==> src/rtl/sha256_pad_scheduler_if.sv <==
// Message word stream into the SHA-256 pad/scheduler.
//   s_valid  : word valid (master -> slave)
//   s_ready  : scheduler can accept a word this cycle (slave -> master)
//   s_data   : message word, first byte in [31:24]
//   s_last   : final word of the message
//   s_bytes  : valid bytes in the s_last word, MSB-aligned; 0 means 4
interface sha256_pad_scheduler_if #(
  parameter int DATA_WIDTH = 32
);
  logic                  s_valid;
  logic                  s_ready;
  logic [DATA_WIDTH-1:0] s_data;
  logic                  s_last;
  logic [1:0]            s_bytes;

  modport master (
    output s_valid, s_data, s_last, s_bytes,
    input  s_ready
  );

  modport slave (
    input  s_valid, s_data, s_last, s_bytes,
    output s_ready
  );
endinterface

==> src/rtl/sha256_pad_scheduler.sv <==
// SHA-256 front-end: applies FIPS 180-4 padding to a stream of big-endian
// 32-bit message words, splits the result into 512-bit blocks and issues each
// block to the compression core as 16 back-to-back words.
//
// Ports:
//   clk, rst    : clock (rising edge), asynchronous active-high reset
//   s           : message word stream (slave modport of sha256_pad_scheduler_if)
//   core_ready  : core idle, can take a new block
//   core_dv     : block word valid, core_idx = W0..W15, core_word = word
//   core_first  : high while the first block of a message is issued (load IV)
//   core_done   : one-cycle pulse when the core finishes a block
//   msg_done    : one-cycle pulse after the final block's core_done
//   busy        : scheduler not idle
//
// Optional build macro SHA_PAD_SCHED_ABORT_EN adds:
//   abort       : cancel the current message (ignored while idle)
//   core_abort  : one-cycle pulse acknowledging a cancel
module sha256_pad_scheduler #(
  parameter int DATA_WIDTH = 32,
  parameter int LEN_W      = 32
) (
  input  logic                  clk,
  input  logic                  rst,
  sha256_pad_scheduler_if.slave s,
  input  logic                  core_ready,
  output logic                  core_dv,
  output logic [DATA_WIDTH-1:0] core_word,
  output logic [3:0]            core_idx,
  output logic                  core_first,
  input  logic                  core_done,
  output logic                  msg_done,
  output logic                  busy
`ifdef SHA_PAD_SCHED_ABORT_EN
  ,
  input  logic                  abort,
  output logic                  core_abort
`endif
);

  typedef enum logic [2:0] {IDLE, LOAD, PAD, ISSUE, WAIT, DONE} state_t;

  state_t                state_q, state_d;
  logic [4:0]            wr_idx_q, wr_idx_d;      // reaches 16 when the buffer is full
  logic [LEN_W-1:0]      byte_cnt_q, byte_cnt_d;
  logic                  first_q, first_d;
  logic                  pad80_q, pad80_d;        // 0x80000000 word still owed
  logic                  len_pend_q, len_pend_d;  // length words still owed
  logic                  zfill_q, zfill_d;        // 0x80 landed at W14/W15: no room for length here
  logic                  last_seen_q, last_seen_d;
  logic                  s_ready_q, s_ready_d;
  logic                  core_dv_q, core_dv_d;
  logic [DATA_WIDTH-1:0] core_word_q, core_word_d;
  logic [3:0]            core_idx_q, core_idx_d;
  logic                  core_first_q, core_first_d;
  logic                  msg_done_q, msg_done_d;
  logic                  busy_q, busy_d;
`ifdef SHA_PAD_SCHED_ABORT_EN
  logic                  core_abort_q, core_abort_d;
`endif

  // Block buffer: every word of a block is rewritten before the block is
  // issued, so it needs no reset.
  logic [DATA_WIDTH-1:0] blk_q [16];
  logic                  blk_we;
  logic [3:0]            blk_wa;
  logic [DATA_WIDTH-1:0] blk_wd;

  logic                  xfer;
  logic [2:0]            nbytes;
  logic [63:0]           bitlen;

  // Keep the valid leading bytes, put 0x80 right after them, zero the rest.
  function automatic logic [DATA_WIDTH-1:0] pad_partial(input logic [DATA_WIDTH-1:0] d,
                                                        input logic [1:0] b);
    case (b)
      2'd1:    return {d[31:24], 8'h80, 16'h0000};
      2'd2:    return {d[31:16], 8'h80, 8'h00};
      default: return {d[31:8], 8'h80};
    endcase
  endfunction

  assign xfer   = s.s_valid && s_ready_q;
  assign nbytes = (s.s_last && (s.s_bytes != 2'd0)) ? {1'b0, s.s_bytes} : 3'd4;
  assign bitlen = 64'({byte_cnt_q, 3'b000});

  always_comb begin
    state_d      = state_q;
    wr_idx_d     = wr_idx_q;
    byte_cnt_d   = byte_cnt_q;
    first_d      = first_q;
    pad80_d      = pad80_q;
    len_pend_d   = len_pend_q;
    zfill_d      = zfill_q;
    last_seen_d  = last_seen_q;
    core_dv_d    = 1'b0;
    core_word_d  = '0;
    core_idx_d   = 4'd0;
    core_first_d = 1'b0;
    msg_done_d   = 1'b0;
`ifdef SHA_PAD_SCHED_ABORT_EN
    core_abort_d = 1'b0;
`endif
    blk_we       = 1'b0;
    blk_wa       = wr_idx_q[3:0];
    blk_wd       = '0;

    case (state_q)
      IDLE, LOAD: begin
        if (xfer) begin
          blk_we     = 1'b1;
          wr_idx_d   = wr_idx_q + 5'd1;
          byte_cnt_d = byte_cnt_q + LEN_W'(nbytes);
          if (s.s_last) begin
            last_seen_d = 1'b1;
            len_pend_d  = 1'b1;
            state_d     = PAD;
            if (s.s_bytes == 2'd0) begin
              blk_wd  = s.s_data;
              pad80_d = 1'b1;
            end else begin
              blk_wd  = pad_partial(s.s_data, s.s_bytes);
              zfill_d = (wr_idx_q >= 5'd14);
            end
          end else begin
            blk_wd  = s.s_data;
            state_d = (wr_idx_q == 5'd15) ? ISSUE : LOAD;
          end
        end
      end

      PAD: begin
        if (wr_idx_q == 5'd16) begin
          state_d = ISSUE;
        end else begin
          blk_we   = 1'b1;
          wr_idx_d = wr_idx_q + 5'd1;
          if (pad80_q) begin
            blk_wd  = 32'h8000_0000;
            pad80_d = 1'b0;
            zfill_d = (wr_idx_q >= 5'd14);
          end else if (len_pend_q && !zfill_q && (wr_idx_q == 5'd14)) begin
            blk_wd = bitlen[63:32];
          end else if (len_pend_q && !zfill_q && (wr_idx_q == 5'd15)) begin
            blk_wd     = bitlen[31:0];
            len_pend_d = 1'b0;
          end else begin
            blk_wd = '0;
          end
        end
      end

      // core_dv_q doubles as "issue in progress"; core_idx_q is the word counter.
      ISSUE: begin
        if (!core_dv_q) begin
          if (core_ready) begin
            core_dv_d    = 1'b1;
            core_word_d  = blk_q[0];
            core_idx_d   = 4'd0;
            core_first_d = first_q;
          end
        end else if (core_idx_q == 4'd15) begin
          first_d = 1'b0;
          state_d = WAIT;
        end else begin
          core_dv_d    = 1'b1;
          core_word_d  = blk_q[core_idx_q + 4'd1];
          core_idx_d   = core_idx_q + 4'd1;
          core_first_d = first_q;
        end
      end

      WAIT: begin
        if (core_done) begin
          wr_idx_d = 5'd0;
          zfill_d  = 1'b0;
          if (pad80_q || len_pend_q) begin
            state_d = PAD;
          end else if (last_seen_q) begin
            state_d    = DONE;
            msg_done_d = 1'b1;
          end else begin
            state_d = LOAD;
          end
        end
      end

      DONE: begin
        byte_cnt_d  = '0;
        first_d     = 1'b1;
        last_seen_d = 1'b0;
        state_d     = IDLE;
      end

      default: state_d = IDLE;
    endcase

`ifdef SHA_PAD_SCHED_ABORT_EN
    if (abort && (state_q != IDLE)) begin
      state_d      = IDLE;
      wr_idx_d     = 5'd0;
      byte_cnt_d   = '0;
      first_d      = 1'b1;
      pad80_d      = 1'b0;
      len_pend_d   = 1'b0;
      zfill_d      = 1'b0;
      last_seen_d  = 1'b0;
      core_dv_d    = 1'b0;
      core_word_d  = '0;
      core_idx_d   = 4'd0;
      core_first_d = 1'b0;
      msg_done_d   = 1'b0;
      blk_we       = 1'b0;
      core_abort_d = 1'b1;
    end
`endif

    s_ready_d = (state_d == IDLE) || (state_d == LOAD);
    busy_d    = (state_d != IDLE);
  end

  always_ff @(posedge clk or posedge rst) begin
    if (rst) begin
      state_q      <= IDLE;
      wr_idx_q     <= 5'd0;
      byte_cnt_q   <= '0;
      first_q      <= 1'b1;
      pad80_q      <= 1'b0;
      len_pend_q   <= 1'b0;
      zfill_q      <= 1'b0;
      last_seen_q  <= 1'b0;
      s_ready_q    <= 1'b0;
      core_dv_q    <= 1'b0;
      core_word_q  <= '0;
      core_idx_q   <= 4'd0;
      core_first_q <= 1'b0;
      msg_done_q   <= 1'b0;
      busy_q       <= 1'b0;
`ifdef SHA_PAD_SCHED_ABORT_EN
      core_abort_q <= 1'b0;
`endif
    end else begin
      state_q      <= state_d;
      wr_idx_q     <= wr_idx_d;
      byte_cnt_q   <= byte_cnt_d;
      first_q      <= first_d;
      pad80_q      <= pad80_d;
      len_pend_q   <= len_pend_d;
      zfill_q      <= zfill_d;
      last_seen_q  <= last_seen_d;
      s_ready_q    <= s_ready_d;
      core_dv_q    <= core_dv_d;
      core_word_q  <= core_word_d;
      core_idx_q   <= core_idx_d;
      core_first_q <= core_first_d;
      msg_done_q   <= msg_done_d;
      busy_q       <= busy_d;
`ifdef SHA_PAD_SCHED_ABORT_EN
      core_abort_q <= core_abort_d;
`endif
    end
  end

  always_ff @(posedge clk) begin
    if (blk_we) blk_q[blk_wa] <= blk_wd;
  end

  assign s.s_ready  = s_ready_q;
  assign core_dv    = core_dv_q;
  assign core_word  = core_word_q;
  assign core_idx   = core_idx_q;
  assign core_first = core_first_q;
  assign msg_done   = msg_done_q;
  assign busy       = busy_q;
`ifdef SHA_PAD_SCHED_ABORT_EN
  assign core_abort = core_abort_q;
`endif

endmodule

==> src/flat_wrapper.sv <==
// flat-port wrapper written by rule: the top's interface ports become plain ports
module sha256_pad_scheduler_flat 
#(
  parameter int DATA_WIDTH = 32,
  parameter int LEN_W      = 32
)
  (clk, rst, core_ready, core_dv, core_word, core_idx, core_first, core_done, msg_done, busy, s_s_valid, s_s_data, s_s_last, s_s_bytes, s_s_ready);
  sha256_pad_scheduler_if #(.DATA_WIDTH(DATA_WIDTH)) s_i ();
  input  logic clk;
  input  logic rst;
  input  logic core_ready;
  output logic core_dv;
  output logic [DATA_WIDTH-1:0] core_word;
  output logic [3:0] core_idx;
  output logic core_first;
  input  logic core_done;
  output logic msg_done;
  output logic busy;
  input wire logic [$bits(s_i.s_valid)-1:0] s_s_valid;
  input wire logic [$bits(s_i.s_data)-1:0] s_s_data;
  input wire logic [$bits(s_i.s_last)-1:0] s_s_last;
  input wire logic [$bits(s_i.s_bytes)-1:0] s_s_bytes;
  output wire logic [$bits(s_i.s_ready)-1:0] s_s_ready;
  assign s_i.s_valid = s_s_valid;
  assign s_i.s_data = s_s_data;
  assign s_i.s_last = s_s_last;
  assign s_i.s_bytes = s_s_bytes;
  assign s_s_ready = s_i.s_ready;
  sha256_pad_scheduler #(.DATA_WIDTH(DATA_WIDTH), .LEN_W(LEN_W)) u_core (.clk(clk), .rst(rst), .s(s_i), .core_ready(core_ready), .core_dv(core_dv), .core_word(core_word), .core_idx(core_idx), .core_first(core_first), .core_done(core_done), .msg_done(msg_done), .busy(busy));
endmodule
==> config.mk <==
export PLATFORM = sky130hd
export DESIGN_NAME = sha256_pad_scheduler_flat
export DESIGN_NICKNAME = d
export VERILOG_FILES = /design/src/rtl/sha256_pad_scheduler_if.sv /design/src/rtl/sha256_pad_scheduler.sv /design/src/flat_wrapper.sv
export SDC_FILE = /design/constraint.sdc
export NUM_CORES = 1
export LEC_CHECK = 0
export CORE_MARGIN = 4
export CORE_UTILIZATION = 50
export CTS_CLUSTER_DIAMETER = 200
export DETAILED_ROUTE_END_ITERATION = 12
export PLACE_DENSITY = 0.7
export REMOVE_ABC_BUFFERS = 1
export SYNTH_ARGS = -nofsm -noshare
export SYNTH_HDL_FRONTEND = slang
export SYNTH_SLANG_ARGS = --single-unit
==> constraint.sdc <==
create_clock -name clk -period 3.79 [get_ports clk]
set_input_delay 0.379 -clock clk [delete_from_list [all_inputs] [get_ports clk]]
set_output_delay 0.379 -clock clk [all_outputs]
set_load 0.02 [all_outputs]
# --- After elaboration in Yosys (flattened, before gate mapping) ---
# Memory sizes are Yosys's and may differ from the RTL's.
# Cells that the tools add are included.
op_classes:
  n_addsub: 3
  order_cmp: 1
  n_eq_ne: 23
  mux: 72
  n_reduce_logical: 25
op_table:
  columns: ["op", "n"]
  rows:
  - ["two-way mux 32 bit", 10]
  - ["one-hot mux 32 bit (2 select lines)", 2]
  - ["two-way mux 24 bit", 2]
  - ["one-hot mux 24 bit (2 select lines)", 1]
  - ["two-way mux 1 bit", 33]
  - ["adder 32 x 3 -> 32 bit", 1]
  - ["two-way mux 3 bit", 9]
  - ["two-way mux 5 bit", 3]
  - ["one-hot mux 5 bit (3 select lines)", 1]
  - ["AND reduction 7 bit", 2]
  - ["two-way mux 4 bit", 3]
  - ["inequality test 2 bit (second input constant)", 6]
  - ["one-hot mux 3 bit (4 select lines)", 1]
  - ["== test 5 x 4 -> 1 bit (second input constant)", 2]
  - ["inequality test 2 x 1 -> 1 bit (second input constant)", 5]
  - ["one-hot mux 1 bit (2 select lines)", 5]
  - ["nonzero test 2 bit", 4]
  - ["== test 3 x 1 -> 1 bit (second input constant)", 2]
  - ["== test 3 x 2 -> 1 bit (second input constant)", 2]
  - ["== test 3 bit (second input constant)", 2]
  - ["zero test 3 bit", 2]
  - ["nonzero test 3 bit", 2]
  - ["adder 5 x 1 -> 5 bit (second input constant)", 1]
  - ["== test 5 bit (second input constant)", 1]
  - ["16 further kinds", 22]
word_totals:
  regBits: 86
  ramBits: 512
  inputBits: 40
  mem_count: 1
mem_list:
  columns: ["name", "words", "width", "rd", "rd_ports_with_merged_regs", "wr", "line_no", "rtl"]
  rows:
  - ["u_core.blk_q", 16, 32, 2, 0, 1, "sha256_pad_scheduler.sv:63", "logic [DATA_WIDTH-1:0] blk_q [16];"]

# --- Logic depth before layout (Yosys ltp) ---
logic_depth:
  word_depth: 8
  ltp_mapped: 13
  depth_no_buf: 11

# --- Worst setup path after synthesis ---
# Ideal clock, no wire load.
synth_path:
  path_kind: "flip-flop to flip-flop"
  from: "reg u_core.wr_idx_q[0]"
  to: "mem u_core.blk_q[3][0] (enable)"
  setup_time_ns: 0.461
  arrival_time_ns: 3.554
  required_time_ns: 3.329
  path_slack_ns: -0.225
  stages_incl_launch_ff: 8
  n_path_buf: 1
  path_cell_list: "dfrtp_1 > inv_1 > ha_1 > nor4bb_1 > clkbuf_1 > o21ai_2 > nand2_1 > nor3_1"
synth_between:
  elab_chain_len: 5
synth_lines:
  columns: ["element", "line_no", "rtl"]
  rows:
  - ["start: declaration", "sha256_pad_scheduler.sv:43", "logic [4:0] wr_idx_q, wr_idx_d;"]
  - ["start signal: assignment", "sha256_pad_scheduler.sv:243", "wr_idx_q <= wr_idx_d;"]
  - ["== test 5 bit", "sha256_pad_scheduler.sv:132", "if (wr_idx_q == 5'd16) begin"]
  - ["two-way mux 1 bit", "sha256_pad_scheduler.sv:132", null]
  - ["one-hot mux 1 bit (2 select lines)", "sha256_pad_scheduler.sv:107", "case (state_q)"]
  - ["two-way mux 1 bit", "sha256_pad_scheduler.sv:264", "if (blk_we) blk_q[blk_wa] <= blk_wd;"]
  - ["two-way mux 1 bit (not written as such)", "sha256_pad_scheduler.sv:264", null]
  - ["end: declaration", "sha256_pad_scheduler.sv:63", null]
# Parallel ways exist; a longest one is shown, timed or not.

# --- Worst setup path in the final report ---
layout_path:
  from: "reg u_core.core_idx_q[0], in the netlist u_core.core_idx[0]"
  to: "out core_idx[0]"
layout_lines:
  columns: ["element", "line_no", "rtl"]
  rows:
  - ["start: declaration", "sha256_pad_scheduler.sv:53", "logic [3:0] core_idx_q, core_idx_d;"]
  - ["start signal: assignment", "sha256_pad_scheduler.sv:253", "core_idx_q <= core_idx_d;"]
  - ["end: declaration", "flat_wrapper.sv:14", "output logic [3:0] core_idx;"]
# No word-level cell between the ends.

==> flow_summary.yaml <==
critical_path:
  worst_ep_arrival_time_ns: 2.53
  required_ns: 3.41
  rrSetupSlack_ns: 1.01
  r2r-start: "u_core.state_q[1]"
  end_kind: "output port"
  start_kind: "flop"
  reg2reg_depth: 5
  crit_type: "flop to output port"
  crit_start: "u_core.core_idx[0]"
  r2r-end: "u_core.blk_q[6][4]"
  cp_max_fo: 112
timing:
  max_slew_margin_pct: 35.20
  fin_skew_ns: 0.01842
  fin_crit_ns: 2.909
  finalSetupViolCount: 0
  rsz0062_at_grt: "false"
  setup_tns_ns: 0
  setup_ws_ns: 0.8811
  worst_pin_slew_ns: 0.9720
  fin_crit_sh_pct: 76.75
  fmax_mhz: 343.8
  finalHoldViolations: 0
  hold_slack_ns: 0.1466
  timing.final.max_slew_violations: 0
routing:
  drc: 0
  vias_per_cell: 6.253
  vias: 12810
  drtIter0Drc: 1541
  first_pass_iters: 5
  antenna_left: 0
  wirelength_mm: 55.89
  wl_per_cell_um: 27.27
final_layout:
  drive_gt1_share_pct: 20.32
  antennaDiodeCount: 0
  post-route-util_pct: 59.03
  design_area_um2: 27720
  synthToLayoutAreaGrowth_pct: 15.92
  nets: 1446
  num-fill-cells: 3365
  fin_cells: 2049
logic_synthesis:
  ys_top_cells_by_count: "edfxtp_1, mux4_2, nand2_1"
  syn-cell-area_um2: 23910
  yosysTopAreaCell: "edfxtp_1"
  netlist.area_leader.share_pct: 64.30
  synth_flop_cell: "edfxtp_1"
  ys_warn_count: 0
  ys_async_sr_fraction_pct: 14.38
  ys_seq_area_share_pct: 73.31
  ys_ff_latch: 598
  synth_cells: 1275
  synth_most_common_cell: "edfxtp_1"
  synth_area_leaders: "edfxtp_1, mux4_2, dfrtp_1"
  synth_edf_count: 512
  synth_area_per_cell_um2: 18.75
  synth_cell_type_count: 68
clocking:
  post-cts-setup-buffer-count: 0
  cts_made_buffers: 58
  path_clk_slew_ns: 0.06
  worst_skew_pair.late_latency_ns: 0.61
  cts_tree: "done"
  cts-hold-fix-buffers: 0
  h-tree-depth: 2
  clock_path_buffers: 3
  cts_root_buffer: "clkbuf_16"
  postCtsResizedCells: 0
  cts.sinks: 598
run_status:
  status: "completed"
place:
  dp_slack_ns: 0.4116
  gp_congestion: 0.8315
  port_buffers: 80
  place_hpwl_mm: 30.14
  place_area_um2: 25820
  dp.cells: 1941
global_route:
  grtUsageTotal_pct: 22.27
  grt_pass1_wl_mm: 83.55
  grt_max_degree: 113
  grt_pass1_vias: 12940
  grt_antenna_before_repair: 2
  overflow: 0
floorplanning:
  core_um2: 46950
  rows: 79
  die_width_um: 226.7
  die_h_um: 226.7
  ios: 81
  dieArea_um2: 51380
  start_util_pct: 50.93
power:
  power_density_nw_per_um2: 604.4
  leakage_nw: 9.411
  vdd_drop_max_mv: 0.4019
  power_mw: 16.75
hold_path:
  hold_path_class: "input port to asynchronous set/reset pin"
run:
  drv_cap: 0
-- worst max-delay path by stage --
| stage | endpoint | slack [ns] | cells past startpoint |
|---|---|---|---|
| after floorplan | u_core.core_word[11] | -5.25 | 4 |
| after global placement | u_core.byte_cnt_q[16] | 0.50 | 13 |
| after detailed placement | u_core.byte_cnt_q[22] | 0.41 | 13 |
| after CTS | core_idx[0] | 0.81 | 2 |
| after global routing | core_idx[0] | 0.72 | 2 |
| final | core_idx[0] | 0.88 | 2 |
-- logic make-up (layout without fill, tap and decap cells) --
kind of cell	count (synthesis)	count (layout)	synth area share, %
flip-flops	598	598	73.31
AO/OA/AOI/OAI	159	159	4.736
AND/OR/NAND/NOR	241	241	5.060
multiplexers	156	156	13.35
adder cells (fa/ha/maj)	12	12	0.6593
XOR/XNOR	26	26	1.031
buffers and inverters	83	250	1.852
-- sequential cells by signal (all words and copies together), names as in the netlist --
register	count
u_core.blk_q	512
u_core.byte_cnt_q	32
u_core.core_word	32
u_core.wr_idx_q	5
u_core.core_idx	4
u_core.state_q	3
u_core.busy	1
u_core.core_dv	1
u_core.core_first	1
u_core.first_q	1
u_core.last_seen_q	1
u_core.len_pend_q	1
u_core.msg_done	1
u_core.pad80_q	1
u_core.s.s_ready	1
u_core.zfill_q	1
-- layout make-up --
type	instances	area, um^2	share of cell area (%)
Multi-Input combinational cell	594	6090	21.97
Timing Repair Buffer	123	1361	4.912
Tap cell	607	759.5	2.740
Clock buffer	94	1730	6.243
Clock inverter	14	170.2	0.6139
Sequential cell	598	17530	63.25
Inverter	19	73.82	0.2663
-- cells in the final DEF, fill, tap and decap left out, types with 9 or more instances in the layout --
cell type,Yosys,routed
edfxtp_1,512,512
nor2_1,53,41
mux2_2,9,9
xor2_1,21,21
a21o_1,11,11
nand4_1,9,9
o22ai_1,11,11
a21oi_1,48,48
dfrtp_1,85,84
ha_1,11,10
buf_4,8,24
clkbuf_16,0,61
clkbuf_1,16,25
mux2i_1,19,19
buf_12,0,19
o21ai_0,16,16
a211o_1,14,14
clkdlybuf4s50_1,0,80
nor2_4,0,12
a22o_1,30,30
inv_1,18,17
a221o_1,9,9
nand2_1,102,102
nand3_1,19,19
mux4_2,123,123
-- report_power, final --
| group | switching [mW] | internal [mW] | leakage [nW] |
|---|---|---|---|
| clock network | 2.34 | 3.38 | 0.920 |
| logic | 1.64 | 0.986 | 2.61 |
| registers | 0.324 | 8.09 | 5.89 |
-- layer usage --
layer	vias to the layer above	wire, um	GRT usage (%)
li1	5358	-	-
met1	6735	22840	32.34
met2	613	26760	34.75
met3	104	4755	4.894
met4	2	1515	6.186
met5	-	13	0
-- critical path: stages (launching register included) --
cell and delay [ns]:
dfrtp_4 0.45, buf_12 0.56, clkdlybuf4s50_1 0.75
Note: power is estimated with default switching activity, not from simulation.
